--- src/rtl/mem_arb_if.sv ---
// Signal bundle between the fetch/LSU requesters, the arbiter and the memory bus.
// The arbiter connects through the slave modport; the surrounding system uses master.
interface mem_arb_if #(
    parameter int ADDR_W = 32
);
    logic              if_req;
    logic [ADDR_W-1:0] if_addr;
    logic              if_gnt;
    logic              if_rvalid;
    logic              if_err;
    logic [31:0]       if_rdata;

    logic              ls_req;
    logic              ls_we;
    logic [ADDR_W-1:0] ls_addr;
    logic [31:0]       ls_wdata;
    logic [2:0]        ls_size;
    logic              ls_gnt;
    logic              ls_rvalid;
    logic              ls_err;
    logic [31:0]       ls_rdata;

    logic              mem_req;
    logic              mem_we;
    logic [ADDR_W-1:0] mem_addr;
    logic [31:0]       mem_wdata;
    logic [3:0]        mem_be;
    logic              mem_gnt;
    logic              mem_rvalid;
    logic [31:0]       mem_rdata;

    logic              busy;

    modport slave (
        input  if_req, if_addr, ls_req, ls_we, ls_addr, ls_wdata, ls_size,
               mem_gnt, mem_rvalid, mem_rdata,
        output if_gnt, if_rvalid, if_err, if_rdata,
               ls_gnt, ls_rvalid, ls_err, ls_rdata,
               mem_req, mem_we, mem_addr, mem_wdata, mem_be, busy
    );

    modport master (
        output if_req, if_addr, ls_req, ls_we, ls_addr, ls_wdata, ls_size,
               mem_gnt, mem_rvalid, mem_rdata,
        input  if_gnt, if_rvalid, if_err, if_rdata,
               ls_gnt, ls_rvalid, ls_err, ls_rdata,
               mem_req, mem_we, mem_addr, mem_wdata, mem_be, busy
    );
endinterface

--- src/rtl/mem_arb.sv ---
// Two-requester (fetch / load-store) arbiter onto a single memory bus with
// one outstanding transaction, misalignment errors and a response timeout.
//
// state | meaning
// IDLE  | no transaction; accept one requester, alternating on contention
// REQ   | bus request driven from captured registers, waiting for mem_gnt
// WAIT  | bus accepted, waiting for mem_rvalid
// ERR   | misaligned/invalid LS access, one-cycle error response
module mem_arb #(
    parameter int ADDR_W  = 32,
    parameter int TMO_CYC = 255
) (
    input  logic       clk,
    input  logic       rst_n,
    mem_arb_if.slave   bus
);
    typedef enum logic [1:0] {IDLE, REQ, WAIT, ERR} state_t;

    localparam logic [7:0]        TMO_LIM   = 8'(TMO_CYC);
    localparam logic [ADDR_W-1:0] ADDR_MASK = ~ADDR_W'(3);

    state_t            state;
    state_t            state_nxt;
    logic              last_ls;
    logic              own_ls;
    logic [7:0]        cnt;
    logic [ADDR_W-1:0] addr_q;
    logic              we_q;
    logic [31:0]       wdata_q;
    logic [3:0]        be_q;

    logic       pick_ls;
    logic       accept;
    logic       ls_bad;
    logic [3:0] be_ls;
    logic       tmo;
    logic       rsp;

    // On contention the side that was not served last wins.
    assign pick_ls = bus.ls_req && (!bus.if_req || !last_ls);
    assign accept  = (state == IDLE) && (bus.if_req || bus.ls_req);
    assign tmo     = ((state == REQ) || (state == WAIT)) && (cnt == TMO_LIM);
    assign rsp     = (state == WAIT) && bus.mem_rvalid;

    always_comb begin
        be_ls  = 4'b0000;
        ls_bad = 1'b0;
        case (bus.ls_size)
            3'b001:  be_ls = 4'b0001 << bus.ls_addr[1:0];
            3'b010: begin
                be_ls  = 4'b0011 << {bus.ls_addr[1], 1'b0};
                ls_bad = bus.ls_addr[0];
            end
            3'b100: begin
                be_ls  = 4'b1111;
                ls_bad = |bus.ls_addr[1:0];
            end
            default: ls_bad = 1'b1;
        endcase
    end

    always_ff @(posedge clk or negedge rst_n) begin
        if (!rst_n) state <= IDLE;
        else        state <= state_nxt;
    end

    always_comb begin
        state_nxt = state;
        case (state)
            IDLE: begin
                if (accept) state_nxt = (pick_ls && ls_bad) ? ERR : REQ;
            end
            REQ: begin
                if (tmo)              state_nxt = IDLE;
                else if (bus.mem_gnt) state_nxt = WAIT;
            end
            WAIT: begin
                if (rsp || tmo) state_nxt = IDLE;
            end
            ERR:     state_nxt = IDLE;
            default: state_nxt = IDLE;
        endcase
    end

    always_ff @(posedge clk or negedge rst_n) begin
        if (!rst_n) begin
            last_ls <= 1'b0;
            own_ls  <= 1'b0;
            cnt     <= '0;
            addr_q  <= '0;
            we_q    <= 1'b0;
            wdata_q <= '0;
            be_q    <= '0;
        end else if (accept) begin
            own_ls  <= pick_ls;
            last_ls <= pick_ls;
            cnt     <= '0;
            if (pick_ls) begin
                addr_q  <= bus.ls_addr & ADDR_MASK;
                we_q    <= bus.ls_we;
                wdata_q <= bus.ls_wdata;
                be_q    <= be_ls;
            end else begin
                addr_q  <= bus.if_addr & ADDR_MASK;
                we_q    <= 1'b0;
                wdata_q <= '0;
                be_q    <= 4'b1111;
            end
        end else if ((state == REQ) || (state == WAIT)) begin
            cnt <= cnt + 8'd1;
        end
    end

    // Grants are combinational; gating with rst_n keeps them low during reset.
    assign bus.if_gnt    = rst_n && accept && !pick_ls;
    assign bus.ls_gnt    = rst_n && accept && pick_ls;

    assign bus.if_rvalid = (rsp || tmo) && !own_ls;
    assign bus.ls_rvalid = ((rsp || tmo) && own_ls) || (state == ERR);
    assign bus.if_err    = tmo && !rsp && !own_ls;
    assign bus.ls_err    = (tmo && !rsp && own_ls) || (state == ERR);
    assign bus.if_rdata  = (rsp && !own_ls) ? bus.mem_rdata : '0;
    assign bus.ls_rdata  = (rsp && own_ls) ? bus.mem_rdata : '0;

    assign bus.mem_req   = (state == REQ) && !tmo;
    assign bus.mem_we    = we_q;
    assign bus.mem_addr  = addr_q;
    assign bus.mem_wdata = wdata_q;
    assign bus.mem_be    = be_q;
    assign bus.busy      = (state != IDLE);
endmodule

--- src/flat_wrapper.sv ---
// flat-port wrapper written by rule: the top's interface ports become plain ports
module mem_arb_flat 
#(
    parameter int ADDR_W  = 32,
    parameter int TMO_CYC = 255
)
  (clk, rst_n, bus_if_req, bus_if_addr, bus_ls_req, bus_ls_we, bus_ls_addr, bus_ls_wdata, bus_ls_size, bus_mem_gnt, bus_mem_rvalid, bus_mem_rdata, bus_if_gnt, bus_if_rvalid, bus_if_err, bus_if_rdata, bus_ls_gnt, bus_ls_rvalid, bus_ls_err, bus_ls_rdata, bus_mem_req, bus_mem_we, bus_mem_addr, bus_mem_wdata, bus_mem_be, bus_busy);
  mem_arb_if #(.ADDR_W(ADDR_W)) bus_i ();
  input  logic clk;
  input  logic rst_n;
  input wire logic [$bits(bus_i.if_req)-1:0] bus_if_req;
  input wire logic [$bits(bus_i.if_addr)-1:0] bus_if_addr;
  input wire logic [$bits(bus_i.ls_req)-1:0] bus_ls_req;
  input wire logic [$bits(bus_i.ls_we)-1:0] bus_ls_we;
  input wire logic [$bits(bus_i.ls_addr)-1:0] bus_ls_addr;
  input wire logic [$bits(bus_i.ls_wdata)-1:0] bus_ls_wdata;
  input wire logic [$bits(bus_i.ls_size)-1:0] bus_ls_size;
  input wire logic [$bits(bus_i.mem_gnt)-1:0] bus_mem_gnt;
  input wire logic [$bits(bus_i.mem_rvalid)-1:0] bus_mem_rvalid;
  input wire logic [$bits(bus_i.mem_rdata)-1:0] bus_mem_rdata;
  output wire logic [$bits(bus_i.if_gnt)-1:0] bus_if_gnt;
  output wire logic [$bits(bus_i.if_rvalid)-1:0] bus_if_rvalid;
  output wire logic [$bits(bus_i.if_err)-1:0] bus_if_err;
  output wire logic [$bits(bus_i.if_rdata)-1:0] bus_if_rdata;
  output wire logic [$bits(bus_i.ls_gnt)-1:0] bus_ls_gnt;
  output wire logic [$bits(bus_i.ls_rvalid)-1:0] bus_ls_rvalid;
  output wire logic [$bits(bus_i.ls_err)-1:0] bus_ls_err;
  output wire logic [$bits(bus_i.ls_rdata)-1:0] bus_ls_rdata;
  output wire logic [$bits(bus_i.mem_req)-1:0] bus_mem_req;
  output wire logic [$bits(bus_i.mem_we)-1:0] bus_mem_we;
  output wire logic [$bits(bus_i.mem_addr)-1:0] bus_mem_addr;
  output wire logic [$bits(bus_i.mem_wdata)-1:0] bus_mem_wdata;
  output wire logic [$bits(bus_i.mem_be)-1:0] bus_mem_be;
  output wire logic [$bits(bus_i.busy)-1:0] bus_busy;
  assign bus_i.if_req = bus_if_req;
  assign bus_i.if_addr = bus_if_addr;
  assign bus_i.ls_req = bus_ls_req;
  assign bus_i.ls_we = bus_ls_we;
  assign bus_i.ls_addr = bus_ls_addr;
  assign bus_i.ls_wdata = bus_ls_wdata;
  assign bus_i.ls_size = bus_ls_size;
  assign bus_i.mem_gnt = bus_mem_gnt;
  assign bus_i.mem_rvalid = bus_mem_rvalid;
  assign bus_i.mem_rdata = bus_mem_rdata;
  assign bus_if_gnt = bus_i.if_gnt;
  assign bus_if_rvalid = bus_i.if_rvalid;
  assign bus_if_err = bus_i.if_err;
  assign bus_if_rdata = bus_i.if_rdata;
  assign bus_ls_gnt = bus_i.ls_gnt;
  assign bus_ls_rvalid = bus_i.ls_rvalid;
  assign bus_ls_err = bus_i.ls_err;
  assign bus_ls_rdata = bus_i.ls_rdata;
  assign bus_mem_req = bus_i.mem_req;
  assign bus_mem_we = bus_i.mem_we;
  assign bus_mem_addr = bus_i.mem_addr;
  assign bus_mem_wdata = bus_i.mem_wdata;
  assign bus_mem_be = bus_i.mem_be;
  assign bus_busy = bus_i.busy;
  mem_arb #(.ADDR_W(ADDR_W), .TMO_CYC(TMO_CYC)) u_core (.clk(clk), .rst_n(rst_n), .bus(bus_i));
endmodule
--- config.mk ---
export PLATFORM = sky130hd
export DESIGN_NAME = mem_arb_flat
export DESIGN_NICKNAME = d
export VERILOG_FILES = /design/src/rtl/mem_arb_if.sv /design/src/rtl/mem_arb.sv /design/src/flat_wrapper.sv
export SDC_FILE = /design/constraint.sdc
export NUM_CORES = 1
export LEC_CHECK = 0
export ABC_AREA = 1
export ABC_CLOCK_PERIOD_IN_PS = 1400
export CAP_MARGIN = 20
export CORE_MARGIN = 2
export CORE_UTILIZATION = 32
export CTS_CLUSTER_DIAMETER = 100
export DETAILED_ROUTE_END_ITERATION = 7
export HOLD_SLACK_MARGIN = 0.05
export PLACE_DENSITY = 0.82
export SYNTH_ARGS = -nofsm -noshare
export SYNTH_HDL_FRONTEND = slang
export SYNTH_SLANG_ARGS = --single-unit
--- constraint.sdc ---
create_clock -name clk -period 1.4 [get_ports clk]
set_input_delay 0.21 -clock clk [delete_from_list [all_inputs] [get_ports clk]]
set_output_delay 0.21 -clock clk [all_outputs]
set_load 0.05 [all_outputs]
==> impl_metrics.tcl, run 1 <==
set metrics [dict create \
    synth_seq_cells 78 \
    maxSlewViolCount 0 \
    drive_gt1_frac 0.525 \
    via_per_inst 5.21 \
    final_cell_area_mm2 0.0109 \
    layout-area-overhead-vs-synth_pct 175 \
    post-route-util 0.903 \
    die-width_um 115 \
    cpPeakStageDelay_ps 400 \
    setup_viol 150 \
    worstPathRequired_ps 1190 \
    ys.flop_type "dfrtp_1" \
    rsz0062_at_grt "yes" \
    place_ws_ps -294 \
    antenna_cells 0 \
    ys_seq_area_frac 0.493 \
    netlist_area_mm2 0.00396 \
    synth.most_common_cell "nor2_1" \
    clock_latency_ps 330 \
    hold_viol 0 \
    num-nets-final 958 \
    start_util 0.328 \
    place_inst 931 \
    overflow 0 \
    grt_pass1_wl_um 30100 \
    drt_iter0_drc 360 \
    multi_input_area_mm2 0.00280 \
    tritoncts "yes" \
    fill_cells 437 \
    drt-pass1-iter-count 4 \
    dpl_cell_area_mm2 0.00916 \
    placeableCoreArea_mm2 0.0121 \
    ant_nets 0 \
    status "finished with violations" \
    p_total_mw 23.3 \
    cp.arrival_ps 1880 \
    synth_top_cell_area_share 0.493 \
    grt_pass1_vias 5520 \
    pwr-share-clk 0.118 \
    hold_class "in2reg" \
    p_leak_nw 4.67 \
    routabilityCongestion 0.812 \
    synth.avg_cell_area_um2 8.24 \
    dp_hpwl_um 12900 \
    cts_buffer_depth 2 \
    rows 40 \
    yosysWarnings 0 \
    synth_edf_count 0 \
    cts-root-buf "clkbuf_16" \
    p_sw_mw 10.5 \
    cts_buffers 9 \
    cts.clk_slew.worst_paths_ps 60 \
    whs_ps 480 \
    cts.htree.levels 3 \
    synth.distinct_cells 30 \
    seq_power_share 0.190 \
    critPathKind "reg2out" \
    grt_usage 0.296 \
    cp_top_family "simple AND/OR/NAND/NOR gates" \
    switching_share 0.450 \
    dieArea_mm2 0.0133 \
    seq_area_mm2 0.00195 \
    netlist_instances 480 \
    critPathLaunchType "register" \
    power.density_mw_per_mm2 2140 \
    postSynth.asyncResetShare 1.00 \
    finalNonFillerCells 987 \
    via_count 5142 \
    worstSetupEndpointType "output port" \
    path_max_fanout 5 \
    combPwrFrac 0.692 \
    design.portCount 279 \
    grt_max_degree 79 \
    fmax_mhz 480 \
    fin_skew_ps 5.63 \
    period_share 1.49 \
    postRouteWirelength_um 21900 \
    die_y_um 115 \
    cts.sinks 78 \
    portBuffers 274 \
    finalSetupTns_ps -61180 \
    crit_path_frequent_cell "nand2_4" \
    maxCapViolations 0 \
    synth_area_leader_cell "dfrtp_1" \
    cp_cell_sequence "inv_2, ha_4, nand2_4, nor2_4, nand3_4, nand2_1, nand2_2, nand2_4, buf_12" \
    post_drt_wl_per_cell_um 22.2 \
    antenna_found_initial 0 \
    slowest_stage "dfrtp_1" \
    worst_slack_ps -685 \
    yosys-top-cells-count "107 x nor2_1, 78 x dfrtp_1, 56 x inv_1" \
    drc_errors 0 \
    p_int_mw 12.8 \
    cp_num_buf_inv 2 \
    ys_top_cells_by_area "dfrtp_1 49%, nor2_1 10%, a22o_1 7.3%, inv_1 5.3%, nand2_1 5.2%" \
    min_period_ps 2090 \
    violations "negative setup slack" \
    peakVddDrop_mv 1.56 \
]
-- cells in the final DEF (no fill, tap or decap), types with 4 or more instances in the layout --
cell type        synthesis  final
a21oi_1                  9      4
a21oi_2                  0      4
a22o_1                  33     33
buf_12                   0    158
buf_16                   0     11
buf_4                    4     29
buf_6                    3      9
clkbuf_16                0     15
clkdlybuf4s50_1          0    133
dfrtp_1                 78     78
inv_1                   56     50
inv_2                    3      5
nand2_1                 55     21
nand2_2                  2     14
nand2_4                  2     22
nand3_1                 11      9
nor2_1                 107     34
nor2_4                   3     75
nor3_4                   0      4
o21ai_1                 37     13
o21ai_2                  1     41
o21ai_4                  0      9
-- sequential cells by signal (all words and copies together) (netlist names) --
name                  cells
u_core.bus.mem_addr      30
u_core.cnt                8
u_core.state              2
u_core.last_ls            1
u_core.bus.mem_wdata     32
u_core.bus.mem_we         1
u_core.bus.mem_be         4
-- layer usage --
| metal | vias to the layer above | global-route usage | part of all wire |
|---|---|---|---|
| li1 | 2224 | - | - |
| met1 | 2537 | 0.304 | 0.34 |
| met2 | 316 | 0.562 | 0.55 |
| met3 | 65 | 0.0733 | 0.070 |
| met4 | 0 | 0.137 | 0.041 |
| met5 | - | 0 | 0 |
-- power by group through the flow --
stage	sequential, mW	combinational, mW	clock [mW]
after floorplan	6.64	3.51	0
after global placement	4.16	12.1	0
after detailed placement	4.22	12.4	0
after CTS	4.31	14.8	2.75
after global routing	4.52	16.6	2.88
final	4.42	16.1	2.76
-- cell type report --
| type | instances | area share |
|---|---|---|
| clock buffers | 10 | 0.0219 |
| clock inverters | 6 | 0.0100 |
| inverters | 59 | 0.0227 |
| multi-input cells | 315 | 0.257 |
| flip-flops and latches | 78 | 0.179 |
| well taps | 168 | 0.0193 |
| repair buffers | 351 | 0.489 |
-- worst register-to-register path, stage by stage (launching register included) --
cell,delay [ps]
dfrtp_1,400
inv_2,80
ha_4,290
nand2_4,50
nor2_4,120
nand3_4,140
buf_4,170
buf_4,150
nand2_4,80
nand2_4,50
nor2_4,120
nand2_1,70
nand2_1,60
-- path summary, 6_finish.rpt --
path / from / end / slack, ps / cells past startpoint
setup / recovery: u_core.state[1]$_DFFE_PN0P_ / bus_ls_rvalid / -690 / 9
hold / removal: bus_ls_wdata[2] / u_core.bus.mem_wdata[2]$_DFFE_PN0N_ / 480 / 2
setup reg to reg: u_core.state[1]$_DFFE_PN0P_ / u_core.state[1]$_DFFE_PN0P_ / -430 / 12
hold reg to reg: u_core.bus.mem_addr[30]$_DFFE_PN0N_ / u_core.bus.mem_addr[30]$_DFFE_PN0N_ / 570 / 2
max in group asynchronous: rst_n / u_core.bus.mem_wdata[21]$_DFFE_PN0N_ / 560 / 3
min in group asynchronous: rst_n / u_core.bus.mem_addr[14]$_DFFE_PN0N_ / 510 / 3
-- cell families after synthesis --
kind of cell	share of synthesized area
simple gates	0.212
buf+inv	0.0986
flops	0.493
compound gates	0.176
fa+ha+maj	0.0190
other cells	0.000948
-- what timing repair did --
item,CTS,global route
hold buffers,1,0
gates cloned,14,6
endpoints found under the setup margin,137,150
pin swaps,16,37
resized for setup,103,117
hold endpoints to repair,78,0
setup buffers,18,12
Power figures use the tool's default switching activity.
==> run 2: changes to the inputs <==
CTS_CLUSTER_DIAMETER = 50   (was 100)
==> results of run 2 <==
The final DEF is identical to that of run 1; final timing and power are the same.
